[config.mk]
export PLATFORM = sky130hd
export DESIGN_NAME = ir_decode
export DESIGN_NICKNAME = d
export VERILOG_FILES = /design/src/rtl/sm83_pkg.sv /design/src/rtl/opcode_decode.sv /design/src/rtl/ir_decode.sv
export SDC_FILE = /design/constraint.sdc
export NUM_CORES = 1
export LEC_CHECK = 0
export ABC_CLOCK_PERIOD_IN_PS = 2500
export BUFFER_PORTS_ARGS = -buffer_cell sky130_fd_sc_hd__buf_2
export CAP_MARGIN = 10
export CORE_UTILIZATION = 40
export DETAILED_ROUTE_END_ITERATION = 7
export PLACE_DENSITY = 0.67
export SYNTH_ARGS = -nofsm -noshare
export SYNTH_HDL_FRONTEND = slang
export SYNTH_SLANG_ARGS = --single-unit
export TNS_END_PERCENT = 20
[constraint.sdc]
create_clock -name clk -period 2.5 [get_ports clk]
set_input_delay 0.25 -clock clk [delete_from_list [all_inputs] [get_ports clk]]
set_output_delay 0.25 -clock clk [all_outputs]
set_load 0.01 [all_outputs]
[src/rtl/sm83_pkg.sv]
// Shared types and constants for the sm83 instruction register and decoder.
// ALU function helpers map opcode fields onto alu_op_t.
package sm83_pkg;

  typedef enum logic [3:0] {
    CTL_NOP,
    CTL_LD_R8_D8,
    CTL_LD_R8_R8,
    CTL_LDPTR_R8_HL,
    CTL_LDPTR_HL_R8,
    CTL_HALT,
    CTL_ALU_R8,
    CTL_ALU_D8,
    CTL_PREFIX_CB,
    CTL_CB_R8,
    CTL_ILLEGAL
  } ctl_op_t;

  typedef enum logic [4:0] {
    ALU_PASS,
    ALU_ADD,
    ALU_ADC,
    ALU_SUB,
    ALU_SBC,
    ALU_AND,
    ALU_XOR,
    ALU_OR,
    ALU_CP,
    ALU_RLC,
    ALU_RRC,
    ALU_RL,
    ALU_RR,
    ALU_SLA,
    ALU_SRA,
    ALU_SWAP,
    ALU_SRL,
    ALU_BIT,
    ALU_RES,
    ALU_SET
  } alu_op_t;

  localparam logic [2:0] R8_HL_IND = 3'd6;
  localparam logic [2:0] R8_A      = 3'd7;
  localparam logic [7:0] OPC_NOP   = 8'h00;
  localparam logic [7:0] OPC_CB    = 8'hCB;
  localparam logic [7:0] OPC_HALT  = 8'h76;

  // Arithmetic/logic group selected by bits [5:3] of 10ooosss / 11ooo110.
  function automatic alu_op_t alu_from_ooo(input logic [2:0] ooo);
    alu_op_t op;
    case (ooo)
      3'd0:    op = ALU_ADD;
      3'd1:    op = ALU_ADC;
      3'd2:    op = ALU_SUB;
      3'd3:    op = ALU_SBC;
      3'd4:    op = ALU_AND;
      3'd5:    op = ALU_XOR;
      3'd6:    op = ALU_OR;
      default: op = ALU_CP;
    endcase
    return op;
  endfunction

  function automatic alu_op_t cb_shift_op(input logic [2:0] xxx);
    alu_op_t op;
    case (xxx)
      3'd0:    op = ALU_RLC;
      3'd1:    op = ALU_RRC;
      3'd2:    op = ALU_RL;
      3'd3:    op = ALU_RR;
      3'd4:    op = ALU_SLA;
      3'd5:    op = ALU_SRA;
      3'd6:    op = ALU_SWAP;
      default: op = ALU_SRL;
    endcase
    return op;
  endfunction

endpackage

[src/rtl/opcode_decode.sv]
// Pure combinational opcode decoder: (ir, cb_active) -> operation class,
// ALU function and register/bit selects.
module opcode_decode
  import sm83_pkg::*;
(
  input  logic [7:0] ir,
  input  logic       cb_active,
  output ctl_op_t    ctl_op,
  output alu_op_t    alu_op,
  output logic [2:0] r8_dst,
  output logic [2:0] r8_src,
  output logic [2:0] bit_idx
);

  logic [1:0] w_grp;
  logic [2:0] w_mid;
  logic [2:0] w_low;

  assign w_grp = ir[7:6];
  assign w_mid = ir[5:3];
  assign w_low = ir[2:0];

  always_comb begin
    ctl_op  = CTL_ILLEGAL;
    alu_op  = ALU_PASS;
    r8_dst  = 3'd0;
    r8_src  = 3'd0;
    bit_idx = 3'd0;

    if (cb_active) begin
      // CB forms with an (HL) operand decode as illegal.
      if (w_low != R8_HL_IND) begin
        ctl_op = CTL_CB_R8;
        r8_dst = w_low;
        r8_src = w_low;
        case (w_grp)
          2'b00: alu_op = cb_shift_op(w_mid);
          2'b01: begin alu_op = ALU_BIT; bit_idx = w_mid; end
          2'b10: begin alu_op = ALU_RES; bit_idx = w_mid; end
          default: begin alu_op = ALU_SET; bit_idx = w_mid; end
        endcase
      end
    end else if (ir == OPC_NOP) begin
      ctl_op = CTL_NOP;
    end else if (ir == OPC_CB) begin
      ctl_op = CTL_PREFIX_CB;
    end else if (ir == OPC_HALT) begin
      ctl_op = CTL_HALT;
    end else begin
      case (w_grp)
        2'b00: begin
          if (w_low == 3'd6 && w_mid != R8_HL_IND) begin
            ctl_op = CTL_LD_R8_D8;
            r8_dst = w_mid;
          end
        end
        2'b01: begin
          if (w_low == R8_HL_IND)      ctl_op = CTL_LDPTR_R8_HL;
          else if (w_mid == R8_HL_IND) ctl_op = CTL_LDPTR_HL_R8;
          else                         ctl_op = CTL_LD_R8_R8;
          r8_dst = w_mid;
          r8_src = w_low;
        end
        2'b10: begin
          if (w_low != R8_HL_IND) begin
            ctl_op = CTL_ALU_R8;
            alu_op = alu_from_ooo(w_mid);
            r8_dst = R8_A;
            r8_src = w_low;
          end
        end
        default: begin
          if (w_low == 3'd6) begin
            ctl_op = CTL_ALU_D8;
            alu_op = alu_from_ooo(w_mid);
            r8_dst = R8_A;
          end
        end
      endcase
    end
  end

endmodule

[src/rtl/ir_decode.sv]
// Instruction register with CB-prefix tracking, sticky illegal flag and a
// retired-instruction counter; decode itself lives in opcode_decode.
module ir_decode
  import sm83_pkg::*;
#(
  parameter int         CNT_W    = 16,
  parameter logic [7:0] RESET_IR = 8'h00
) (
  input  logic             clk,
  input  logic             rst,
  input  logic [7:0]       mem_rdata,
  input  logic             mem_to_ir,
  input  logic             halt,
  output logic [7:0]       ir,
  output logic             cb_active,
  output ctl_op_t          ctl_op,
  output alu_op_t          alu_op,
  output logic [2:0]       r8_dst,
  output logic [2:0]       r8_src,
  output logic [2:0]       bit_idx,
  output logic             illegal,
  output logic [CNT_W-1:0] instr_count
);

  logic [7:0]       r_ir;
  logic             r_cb_active;
  logic             r_illegal;
  logic [CNT_W-1:0] r_instr_count;
  logic             w_capture;
  ctl_op_t          w_ctl_op;

  assign w_capture = mem_to_ir && !halt;

  opcode_decode u_opcode_decode (
    .ir        (r_ir),
    .cb_active (r_cb_active),
    .ctl_op    (w_ctl_op),
    .alu_op    (alu_op),
    .r8_dst    (r8_dst),
    .r8_src    (r8_src),
    .bit_idx   (bit_idx)
  );

  // The prefix byte counts together with its CB opcode as one instruction,
  // so the retiring decode is skipped when it is the prefix itself.
  always_ff @(posedge clk) begin
    if (rst) begin
      r_ir          <= RESET_IR;
      r_cb_active   <= 1'b0;
      r_illegal     <= 1'b0;
      r_instr_count <= '0;
    end else begin
      if (w_capture) begin
        r_ir        <= mem_rdata;
        r_cb_active <= !r_cb_active && (r_ir == OPC_CB);
        if (w_ctl_op != CTL_PREFIX_CB) begin
          r_instr_count <= r_instr_count + CNT_W'(1);
        end
      end
      if (w_ctl_op == CTL_ILLEGAL) begin
        r_illegal <= 1'b1;
      end
    end
  end

  assign ir          = r_ir;
  assign cb_active   = r_cb_active;
  assign ctl_op      = w_ctl_op;
  assign illegal     = r_illegal;
  assign instr_count = r_instr_count;

endmodule

* Yosys cells after proc, flatten, opt, wreduce, memory -nomap -nowiden
Cells that the tools add are included.
** Cells by class
- Reductions and logical operators :: 10
- Multiplexer cells :: 39
- Equal/unequal tests :: 15
- $add $sub $neg :: 1
** Operator list (number)
- $mux W3 :: 16
- $mux W5 :: 7
- $pmux W5 S7 :: 1
- $mux W4 :: 8
- $pmux W4 S7 :: 1
- $add A16 B1 Y16 const B :: 1
- $pmux W5 S3 :: 1
- $eq A3 B3 Y1 const B :: 4
- $pmux W4 S3 :: 1
- $pmux W5 S2 :: 1
- $pmux W3 S3 :: 1
- $eq A8 B7 Y1 const B :: 1
- $eq A8 B8 Y1 const B :: 1
- $logic_not A8 Y1 :: 1
- $eq A3 B2 Y1 const B :: 2
- $ne A3 B3 Y1 const B :: 2
- $pmux W3 S2 :: 1
- $eq A4 B4 Y1 const B :: 1
- $ne A4 B4 Y1 const B :: 1
- $eq A3 B1 Y1 const B :: 1
- $logic_and A1 B1 Y1 :: 3
- $logic_not A3 Y1 :: 1
- $eq A2 B1 Y1 const B :: 1
- $eq A2 B2 Y1 const B :: 1
- other kinds (5) :: 6
** Word-level totals
- Logic and storage cells :: 69
- Bits in registers :: 26
- Bits of input ports :: 12

* Depth between registers and ports, before layout
Gate-level depths: netlist (run 1).
- Depth in word-level cells :: 10
- Depth in mapped cells :: 9

* Hierarchy
A second synthesis (run 1) with hierarchy kept.
** Second synthesis, totals
- Cell total of the unflattened synthesis :: 233
- Area, all modules :: 1834.3 µm²
** Modules (own cells, without submodules)
- ir_decode :: area an instance 1137.3 µm², times used 1, cells an instance 131
- opcode_decode :: area an instance 696.9 µm², times used 1, cells an instance 102

* Worst setup path before layout (run 1)
Ideal clock, no wire load.
- Path kind :: register -> register
- Start :: register r_ir[6], in the netlist ir[6]
- End :: register r_instr_count[8], in the netlist instr_count[8]
- Data required time :: 2.379 ns
- Data arrival time :: 2.553 ns
- Stages on the path, launching flop included :: 9
- Slack :: -0.174 ns
- Path through :: dfxtp_1 > ha_1 > nand4b_1 > nor3b_1 > nor4_2 > a2111oi_4 > a2111oi_4 > and3_1 > mux2_4
** On the way
- Longest elaborated chain between the ends :: 8
** RTL lines
- start, declared :: line ir_decode.sv:25 : logic [7:0] r_ir;
- start signal, assigned :: line ir_decode.sv:54 : r_ir <= mem_rdata;
- $eq A2 B2 Y1, or another cell as far along :: line opcode_decode.sv:50 : case (w_grp)
- $pmux W4 S3 :: line opcode_decode.sv:50
- $mux W4 :: line opcode_decode.sv:47 : end else if (ir == OPC_HALT) begin
- $mux W4 :: line opcode_decode.sv:45 : end else if (ir == OPC_CB) begin
- $mux W4 * :: line opcode_decode.sv:43 : end else if (ir == OPC_NOP) begin
- $mux W4 * :: line opcode_decode.sv:30 : if (cb_active) begin
- $ne A4 B4 Y1 * :: line ir_decode.sv:56 : if (w_ctl_op != CTL_PREFIX_CB) begin
- $reduce_and A2 Y1 (no source line) *
- end signal, assigned :: line ir_decode.sv:57 : r_instr_count <= r_instr_count + CNT_W'(1);
- end, declared :: line ir_decode.sv:28 : logic [CNT_W-1:0] r_instr_count;
Mark *: on every way between the ends. The rest lies on a longest branch, timed or not.
A chain may end at the register's enable or synchronous reset.

* Final worst setup path (run 1)
- Start :: register r_ir[7], in the netlist ir[7]
- End :: register r_instr_count[14], in the netlist instr_count[14]
The elaborated chain is that of the path after synthesis.

==> metrics, run 1 <==
run status=finished with violations; failing checks=setup timing; met2 Use GR=0.3107; Crit Path Category=reg -> reg; syn nets=254; IO Pins=56; Yosys reg bits=26; Mapped Avg Cell Area=7.650 um^2; Global Route Usage Sum=0.1987; Synth async-reset ratio=0; Worst-Margin Slew=728.2 ps; CP required=2720 ps; power per cell area=407.7 nW/um^2; clock skew=12.86 ps; Die Footprint=4787 um^2; Static Leak=1.058 nW; met3 usage=0.02471; hold violation total from the final report=0; final setup fails=1; Ys Warns=0; final sum of negative setup slack=-4.395 ps; number of DRC markers in iteration 0=137; vias=1954; Final #Nets=330; CTS Buf Count=3; largest net degree at the start of global routing=31; max_slew headroom=0.5139; CTS tree=done; CP max FO=6; vias in the first global route=1651; clock slew at reported path FFs=100 ps; core box area=4354 um^2; Buffers on Ports=55; CTS max path bufs=2; first-pass GRT wire length=7.893 mm; GP Congestion=0.8422; GR Overflow Total=0; routing usage on met1=0.2900; Placed Instance Area=2260 um^2; die height=69.19 um; CTS Hold Bufs=0; Register-to-Register Setup Slack=-4 ps; Final WS setup=-4.395 ps; ys flop type=dfxtp_1; total wire length=4.986 mm; Post-synth EDFFs=0; vias per cell=5.383; Die W=69.19 um; Hold WC Path Type=in -> reg; Worst Path Arrival=2720 ps; fillers=409; post-synthesis cell count=236; P&R area growth vs syn=38.18%; Starting Density=0.4147; ant diodes=0; worst r2r src=ir[7]$_SDFFE_PP0P_; H-tree lvl count=1; part of the cycle the worst path needs=1.002; layout cells sized above 1=0.4051; Power, Total=1.017 mW; Antenna Violating Nets Remaining=0; crit end category=flop; Max IR drop VDD=0.3516 mV; drt drc=0; DP Wirelength=3.559 mm; initial antenna violation count=0; busiest grt layer=met2; clk_lat worst skew=280 ps; hold path start=mem_rdata[1]; Critical path origin=ir[7]$_SDFFE_PP0P_; DR WL/cell=13.74 um; mapped cell area=1805 um^2; RSZ-0062 raised after global routing=true; CTS Sinks=26; Pins Over Slew Limit=0; fin util=0.5730; fmax=399.3 MHz; CP Launch Type=flop; drt pass-1 iters=4; max_cap viols=0; minimum clock period=2504 ps; sequential area share after synthesis=0.2883; Final Cell Area=2495 um^2; row cnt=24; Synth cell types=49; Root Buffer=clkbuf_8
cells in the final DEF, fill, tap and decap left out, types with 3 or more instances in the layout:
master	instances
nor3b_1	3
nand2_1	30
inv_1	4
buf_4	30
dfxtp_1	22
clkbuf_8	3
a211oi_1	3
buf_2	55
nand3b_1	4
nor3_1	6
o21a_1	3
a21oi_1	27
nand4_1	4
nor2b_1	4
a21oi_2	5
ha_1	5
nand2b_1	5
a31o_2	3
or3_1	5
o21ai_0	9
xnor2_1	5
and3_1	4
nor2_1	21
worst max-delay path: stages (launching register included):
cell and delay (ps):
dfxtp_4 380, inv_4 70, ha_4 130, or4b_4 490, nor3_2 260, a2111oi_4 110, a2111oi_4 370, buf_4 190
or3b_1 360, a21oi_2 120
layer usage:
layer	wire length [um]	part of all wire	vias up
met5	0	0	-
met4	67	0.013	0
met3	292	0.059	6
met2	2257	0.45	67
met1	2368	0.47	887
li1	-	-	994
report_power, final:
part | internal (mW) | switching (mW)
Sequential | 0.424 | 0.0144
Clock | 0.174 | 0.140
Combinational | 0.121 | 0.144
Total | 0.719 | 0.298
synthesized netlist by cell type (3+ instances only):
cell type  instances  area [um^2]
and3_1             4        25.02
xnor2_1            5        43.79
nand2_1           30        112.6
inv_1              6        22.52
nor3b_1            4        30.03
buf_2              3        15.01
dfxtp_1           26        520.5
clkbuf_1           9        33.78
o21a_1             3        22.52
or3_1              5        31.28
nor2b_1            4        25.02
a31o_2             3        26.28
nand2b_1           5        31.28
nand4_1            4        25.02
nand3b_1           4        30.03
a21oi_1           32        160.2
a211oi_1           3        22.52
o21ai_0           11        55.05
nor2_1            22        82.58
ha_1               6        75.07
nor3_1             7        35.03
flip-flops by register name, summed over array words and instances, names as in the netlist:
name         count
cb_active        1
ir               8
illegal          1
instr_count     16
stage by stage:
stage | worst slack, ps | instances | hold WS [ps]
global placement | 53.54 | 349 | 472.7
global route | -94.35 | 363 | 196.4
finish | -4.395 | 363 | 204.7
floorplan | -114.1 | 236 | 375.6
CTS | -25.60 | 356 | 203.9
detailed placement | 14.06 | 349 | 480.4
worst paths after layout:
path                                  end  cells past startpoint
min reg2reg  instr_count[15]$_SDFFE_PP0P_                      2
max          instr_count[14]$_SDFFE_PP0P_                      9
max reg2reg  instr_count[14]$_SDFFE_PP0P_                      9
min                    ir[1]$_SDFFE_PP0P_                      3
kinds of logic (layout without fill, tap and decap cells):
logic type | Yosys count | in the layout | share of synthesized area
buf+inv | 22 | 97 | 0.05197
xor+xnor | 5 | 5 | 0.02425
compound gates | 70 | 70 | 0.2682
mux | 1 | 1 | 0.008314
flops | 26 | 26 | 0.2883
simple gates | 106 | 106 | 0.3174
fa+ha+maj | 6 | 6 | 0.04158
timing repair:
action | 4_1_cts | 5_1_grt
endpoints found under the hold margin | 0 | 0
gates resized for setup | 4 | 21
setup endpoints to repair | 4 | 24
cloned | 0 | 0
setup buffers | 3 | 8
pin swaps | 2 | 16
cell type report:
type / instances / area [um^2] / share of cell area
multi-input cells: 188 / 1285 / 0.5150
flip-flops and latches: 26 / 530.5 / 0.2126
repair buffers: 87 / 523.0 / 0.2096
clock buffers: 4 / 66.31 / 0.02658
well taps: 52 / 65.06 / 0.02608
inverters: 6 / 25.02 / 0.01003
Power figures use the tool's default switching activity.
==> run 2: changes to the inputs <==
- CORE_UTILIZATION: 40 -> 45
- PLACE_DENSITY: 0.67 -> 0.74
==> run 2 against run 1 <==
Against the previous run:
- the flow still finishes with violations (setup timing)
- maximum frequency down 1.9%
- clock power shrank 2%
- hold slack got worse by 1.3 ps
==> metrics, run 2 (same netlist as run 1, synthesis figures left out) <==
run status=finished with violations (unchanged); failing checks=setup timing (unchanged); Crit Path Category=reg -> reg (unchanged); WHS=203.4 ps (was 204.7 ps); Worst Path Arrival=2720 ps (about the same); ant diodes=0 (unchanged); crit end category=flop (unchanged); CTS max path bufs=2 (unchanged); final setup fails=6 (was 1); CP required=2670 ps (was 2720 ps); power per cell area=407.2 nW/um^2 (was 407.7 nW/um^2); Placement Setup Slack=33.30 ps (was 14.06 ps); total wire length=4.840 mm (was 4.986 mm); Final #Nets=333 (was 330); Critical Path Sink=instr_count[8]$_SDFFE_PP0P_ (was instr_count[14]$_SDFFE_PP0P_); Register-to-Register Setup Slack=-50 ps (was -4 ps); clk_lat worst skew=270 ps (was 280 ps); FF-to-FF path depth=10 (was 9); fmax=391.7 MHz (was 399.3 MHz); vias in the first global route=1707 (was 1651); max_slew headroom=0.6601 (was 0.5139); clock skew=6.605 ps (was 12.86 ps); first-pass GRT wire length=7.631 mm (was 7.893 mm); CTS Hold Bufs=0 (unchanged); row cnt=22 (was 24); Critical path origin=ir[7]$_SDFFE_PP0P_ (unchanged); Final WS setup=-53.17 ps (was -4.395 ps); minimum clock period=2553 ps (was 2504 ps); storage element area=528.0 um^2 (was 530.5 um^2); core box area=3744 um^2 (was 4354 um^2); most frequent cells in the layout=55 x buf_2, 30 x nand2_1, 30 x buf_4 (unchanged); fillers=328 (was 409); P&R area growth vs syn=39.71% (was 38.18%); Die W=65.34 um (was 69.19 um); GP Congestion=0.9297 (was 0.8422); Root Buffer=clkbuf_8 (unchanged); largest net degree at the start of global routing=31 (unchanged); initial antenna violation count=0 (unchanged); Post-Place Cells=347 (was 349); Global Route Usage Sum=0.2227 (was 0.1987); max_cap viols=0 (unchanged); layout cells sized above 1=0.3949 (was 0.4051); CP max FO=4 (was 6); hold violation total from the final report=0 (unchanged); H-tree lvl count=1 (unchanged); Hold WC Path Type=in -> reg (unchanged); max reg flops=16 (unchanged); drt drc=0 (unchanged); part of the cycle the worst path needs=1.021 (was 1.002); Multi-input gate area=1284 um^2 (was 1285 um^2); Die Footprint=4269 um^2 (was 4787 um^2); vias per cell=5.459 (was 5.383); CTS Buf Count=3 (unchanged); Pins Over Slew Limit=0 (unchanged); DR WL/cell=13.37 um (was 13.74 um); Static Leak=1.067 nW (was 1.058 nW); IO Pins=56 (unchanged); reg-to-reg endpoint=instr_count[8]$_SDFFE_PP0P_ (was instr_count[14]$_SDFFE_PP0P_); commonest non-fill, non-tap cell in the layout=buf_2 (unchanged); GR Overflow Total=0 (unchanged); drt pass-1 iters=4 (unchanged); CTS tree=done (unchanged); filler-free cell count of the finished design=362 (was 363); worst r2r src=ir[7]$_SDFFE_PP0P_ (unchanged); die height=65.34 um (was 69.19 um); Starting Density=0.4823 (was 0.4147); Antenna Violating Nets Remaining=0 (unchanged); number of DRC markers in iteration 0=116 (was 137); RSZ-0062 raised after global routing=true (unchanged); DP Wirelength=3.352 mm (was 3.559 mm); Max IR drop VDD=0.3897 mV (was 0.3516 mV); Buffers on Ports=55 (unchanged); CTS Sinks=26 (unchanged); Worst-Margin Slew=509.9 ps (was 728.2 ps); vias=1976 (was 1954); clock slew at reported path FFs=90 ps (was 100 ps); CP Launch Type=flop (unchanged)
run 2: changes by cell type in the layout (fill, tap and decap cells not counted), sizes merged:
cell  change
buf       +3
run 2: worst max-delay path, cell delays in order, from the launching register on:
cell,delay [ps]
dfxtp_4,360
inv_4,60
buf_4,100
ha_1,180
nand4b_1,150
nor3b_1,200
nor4_4,340
a2111oi_4,80
a2111oi_4,450
and3_1,240
mux2_4,290
run 2: area by class of cell:
type                    count  share of cell area
multi-input cells         188              0.5089
repair buffers             90              0.2207
flip-flops and latches     26              0.2093
clock buffers               4             0.02629
well taps                  48             0.02381
inverters                   6             0.01091
run 2: routing by layer:
metal,up-vias,part of all wire,GRT usage
met1,900,0.49,0.3145
li1,1005,-,-
met4,0,0.0068,0.05163
met2,67,0.45,0.3518
met3,4,0.050,0.03646
met5,-,0,0
run 2: worst min path at each step:
stage	slack, ps	endpoint	startpoint	cells past startpoint
after global routing	200	ir[2]$_SDFFE_PP0P_	mem_rdata[2]	3
after detailed placement	460	illegal$_SDFFE_PP0N_	illegal$_SDFFE_PP0N_	2
after CTS	200	ir[7]$_SDFFE_PP0P_	mem_rdata[7]	3
after floorplan	380	ir[7]$_SDFFE_PP0P_	mem_rdata[7]	2
after global placement	470	instr_count[15]$_SDFFE_PP0P_	instr_count[15]$_SDFFE_PP0P_	2
final	200	ir[7]$_SDFFE_PP0P_	mem_rdata[7]	3
run 2: power by group:
| group | internal, mW | switching [mW] |
|---|---|---|
| sequential | 0.424 | 0.0139 |
| clock | 0.174 | 0.133 |
| combinational | 0.134 | 0.148 |
| total | 0.732 | 0.295 |
run 2: per-stage QoR:
stage                     TNS [ps]  power (mW)    util  area, um^2
final                       -165.1       1.027  0.6738        2522
after floorplan             -114.1      0.5905       -        1826
after global routing         -1534       1.076  0.6738        2522
after detailed placement         0      0.6757  0.6063        2270
after CTS                   -69.91       1.006  0.6441        2411
after global placement           0      0.6735  0.6063        2270
run 2: timing repair:
item / in CTS / in global routing
endpoints found under the setup margin: 6 / 26
pin swaps: 3 / 11
gates resized for setup: 8 / 16
hold endpoints to repair: 0 / 0
cloned: 0 / 0
buffers inserted: 6 / 5
==> run 3: changes to the inputs <==
- ABC_AREA: not set -> 1
==> run 3 against run 2 <==
Against the previous run:
- the flow now finishes without violations
- clock-buffer cell count stayed put
- final area is 14% lower
- sequential share of layout area up 3.1 points
- synthesized area is 0.28% higher
- non-clock buffer count down 33
- largest power group unchanged
- worst setup slack gained 280 ps
- via count shrank 2.9%
- wire length decreased by 9.8%
- hold slack got worse by 5.6 ps
==> metrics, run 3 <==
mapped cell area=1810 um^2 (was 1805 um^2); ant diodes=0 (unchanged); CP Launch Type=flop (unchanged); Critical path origin=ir[7]$_SDFFE_PP0P_ (unchanged); Max IR drop VDD=0.2576 mV (was 0.3897 mV); Root Buffer=clkbuf_8 (unchanged); Yosys top cell area share=0.2875 (was 0.2883); Worst-Margin Slew=586.0 ps (was 509.9 ps); Global Route Usage Sum=0.2216 (was 0.2227); power per cell area=418.5 nW/um^2 (was 407.2 nW/um^2); dominant cell type by area after synthesis=dfxtp_1 (unchanged); Static Leak=1.034 nW (was 1.067 nW); Worst Path Arrival=2030 ps (was 2720 ps); largest net degree at the start of global routing=23 (was 31); CTS Buf Count=3 (unchanged); Critical Path Sink=alu_op[0] (was instr_count[8]$_SDFFE_PP0P_); vias per cell=5.170 (was 5.459); CTS tree=done (unchanged); top-count cell post-synth=nand2_1 (was a21oi_1); syn nets=288 (was 254); final setup fails=0 (was 6); clock skew=7.812 ps (was 6.605 ps); crit end category=output port (was flop); initial antenna violation count=0 (unchanged); vias=1918 (was 1976); CTS max path bufs=2 (unchanged); Pins Over Slew Limit=0 (unchanged); Register-to-Register Setup Slack=770 ps (was -50 ps); die height=65.43 um (was 65.34 um); FF-to-FF path depth=13 (was 10); largest cells by area after synthesis=dfxtp_1 29%, nand2_1 9.7%, inv_1 7.5% (was dfxtp_1 29%, a21oi_1 8.9%, nand2_1 6.2%); drt pass-1 iters=4 (unchanged); Synth top cells by count=47 x nand2_1, 36 x inv_1, 28 x nor2_1 (was 32 x a21oi_1, 30 x nand2_1, 26 x dfxtp_1); Die Footprint=4281 um^2 (was 4269 um^2); Worst Hold Path Cells=2 (was 3); clock slew at reported path FFs=90 ps (about the same); minimum clock period=2276 ps (was 2553 ps); Multi-input gate area=1090 um^2 (was 1284 um^2); number of DRC markers in iteration 0=141 (was 116); Placement Setup Slack=499.9 ps (was 33.30 ps); core box area=3771 um^2 (was 3744 um^2); clk_lat worst skew=270 ps (about the same); Synth async-reset ratio=0 (unchanged); Synth cell types=36 (was 49); Buffers on Ports=55 (unchanged); row cnt=22 (unchanged); reg-to-reg endpoint=illegal$_SDFFE_PP0N_ (was instr_count[8]$_SDFFE_PP0P_); Ys Warns=0 (unchanged); H-tree lvl count=1 (unchanged); most frequent cells in the layout=55 x buf_2, 47 x nand2_1, 36 x inv_1 (was 55 x buf_2, 30 x nand2_1, 30 x buf_4); RSZ-0062 raised after global routing=false (was true); hold path start=rst (was mem_rdata[7]); CP max FO=6 (was 4); storage element area=520.5 um^2 (was 528.0 um^2); Starting Density=0.4801 (was 0.4823); post-synthesis cell count=270 (was 236); worst r2r src=ir[7]$_SDFFE_PP0P_ (unchanged); DR WL/cell=11.76 um (was 13.37 um); IO Pins=56 (unchanged); Mapped Avg Cell Area=6.706 um^2 (was 7.650 um^2); Crit Path Category=reg -> out (was reg -> reg); run status=finished, final reports clean (was finished with violations); GR Overflow Total=0 (unchanged); sequential area share after synthesis=0.2875 (was 0.2883); CTS Sinks=26 (unchanged); final sum of negative setup slack=0 ps (was -165.1 ps); GP Congestion=1.049 (was 0.9297); CTS Hold Bufs=0 (unchanged); fillers=382 (was 328); max reg flops=16 (unchanged); Antenna Violating Nets Remaining=0 (unchanged); Die W=65.43 um (was 65.34 um); Post-synth EDFFs=0 (unchanged); DP Wirelength=3.361 mm (was 3.352 mm); P&R area growth vs syn=19.77% (was 39.71%); hold violation total from the final report=0 (unchanged); ys flop type=dfxtp_1 (unchanged); CP required=2250 ps (was 2670 ps); first-pass GRT wire length=7.590 mm (was 7.631 mm); Yosys reg bits=26 (unchanged); vias in the first global route=1771 (was 1707); Final WS setup=224.0 ps (was -53.17 ps); total wire length=4.364 mm (was 4.840 mm); commonest non-fill, non-tap cell in the layout=buf_2 (unchanged); drt drc=0 (unchanged); max_slew headroom=0.6089 (was 0.6601); Hold WC Path Type=in -> reg (unchanged); max_cap viols=0 (unchanged); part of the cycle the worst path needs=0.9104 (was 1.021); fmax=439.4 MHz (was 391.7 MHz); Final #Nets=342 (was 333); layout cells sized above 1=0.2755 (was 0.3949)
[run 3: changes by cell type in the layout (fill, tap and decap cells not counted), sizes merged, moves of 4 or more]
cell	delta
inv	+34
buf	-33
nand2	+23
o21ai	+20
nand3	+16
nor2	+10
nand4	+6
nand2b	-5
or3	-5
and3	-4
nand3b	-4
nor2b	-4
xnor2	-4
[run 3: repair_timing]
action | 4_1_cts | 5_1_grt
setup endpoints to repair | 0 | 1
setup buffers | 0 | 0
resized for setup | 0 | 1
[run 3: layout make-up]
class                   count  share of cell area
well taps                  48             0.02770
flip-flops and latches     26              0.2400
repair buffers             57              0.1339
inverters                  40             0.07040
multi-input cells         196              0.5026
clock buffers               4             0.02539
[run 3: layer usage]
layer,part of all wire,wire [um],GRT usage,up-vias
li1,-,-,-,997
met1,0.48,2095,0.2900,840
met2,0.44,1911,0.3686,75
met3,0.068,296,0.03299,6
met4,0.014,61,0.07609,0
met5,0,0,0,-
[run 3: logic make-up (layout without fill, tap and decap cells)]
group	count (synthesis)	after routing	share of synthesized area
adders and majority gates	6	6	0.04146
buffers and inverters	48	101	0.1120
xor gates and xnor gates	1	1	0.004838
DFF	26	26	0.2875
AOI/OAI and AO/OA	66	66	0.2011
and+or+nand+nor	122	122	0.3476
muxes	1	1	0.005529
[run 3: worst min-delay path by stage]
stage | endpoint
after floorplan | cb_active$_SDFFE_PP0P_
after global placement | illegal$_SDFFE_PP0N_
after detailed placement | illegal$_SDFFE_PP0N_
after CTS | cb_active$_SDFFE_PP0P_
after global routing | cb_active$_SDFFE_PP0P_
final | cb_active$_SDFFE_PP0P_
[run 3: where the power goes]
group          switching [mW]  internal (mW)  leakage, nW
Sequential             0.0196          0.428        0.212
Combinational           0.118         0.0711        0.794
Clock                   0.130          0.141       0.0288
Total                   0.268          0.640         1.03
[run 3: through the flow]
step                area [um^2]  utilization  power (mW)  std cells  hold WS, ps
floorplan                  1810            -      0.5805        270        319.1
global placement           2111       0.5597      0.6421        367        451.0
finish                     2168       0.5750      0.9075        371        197.8
CTS                        2166       0.5743      0.9147        371        196.0
detailed placement         2111       0.5597      0.6443        367        453.8
global route               2168       0.5750      0.9634        371        198.0
[run 3: worst max-delay path, cell delays in order, from the launching register on]
cell and delay, ps:
dfxtp_1 350, inv_1 110, ha_1 260, nand4_1 140, nor2_1 210, inv_1 120, nand3_2 120, nor2_2 50
a21oi_1 170, o21ai_1 80, buf_2 140
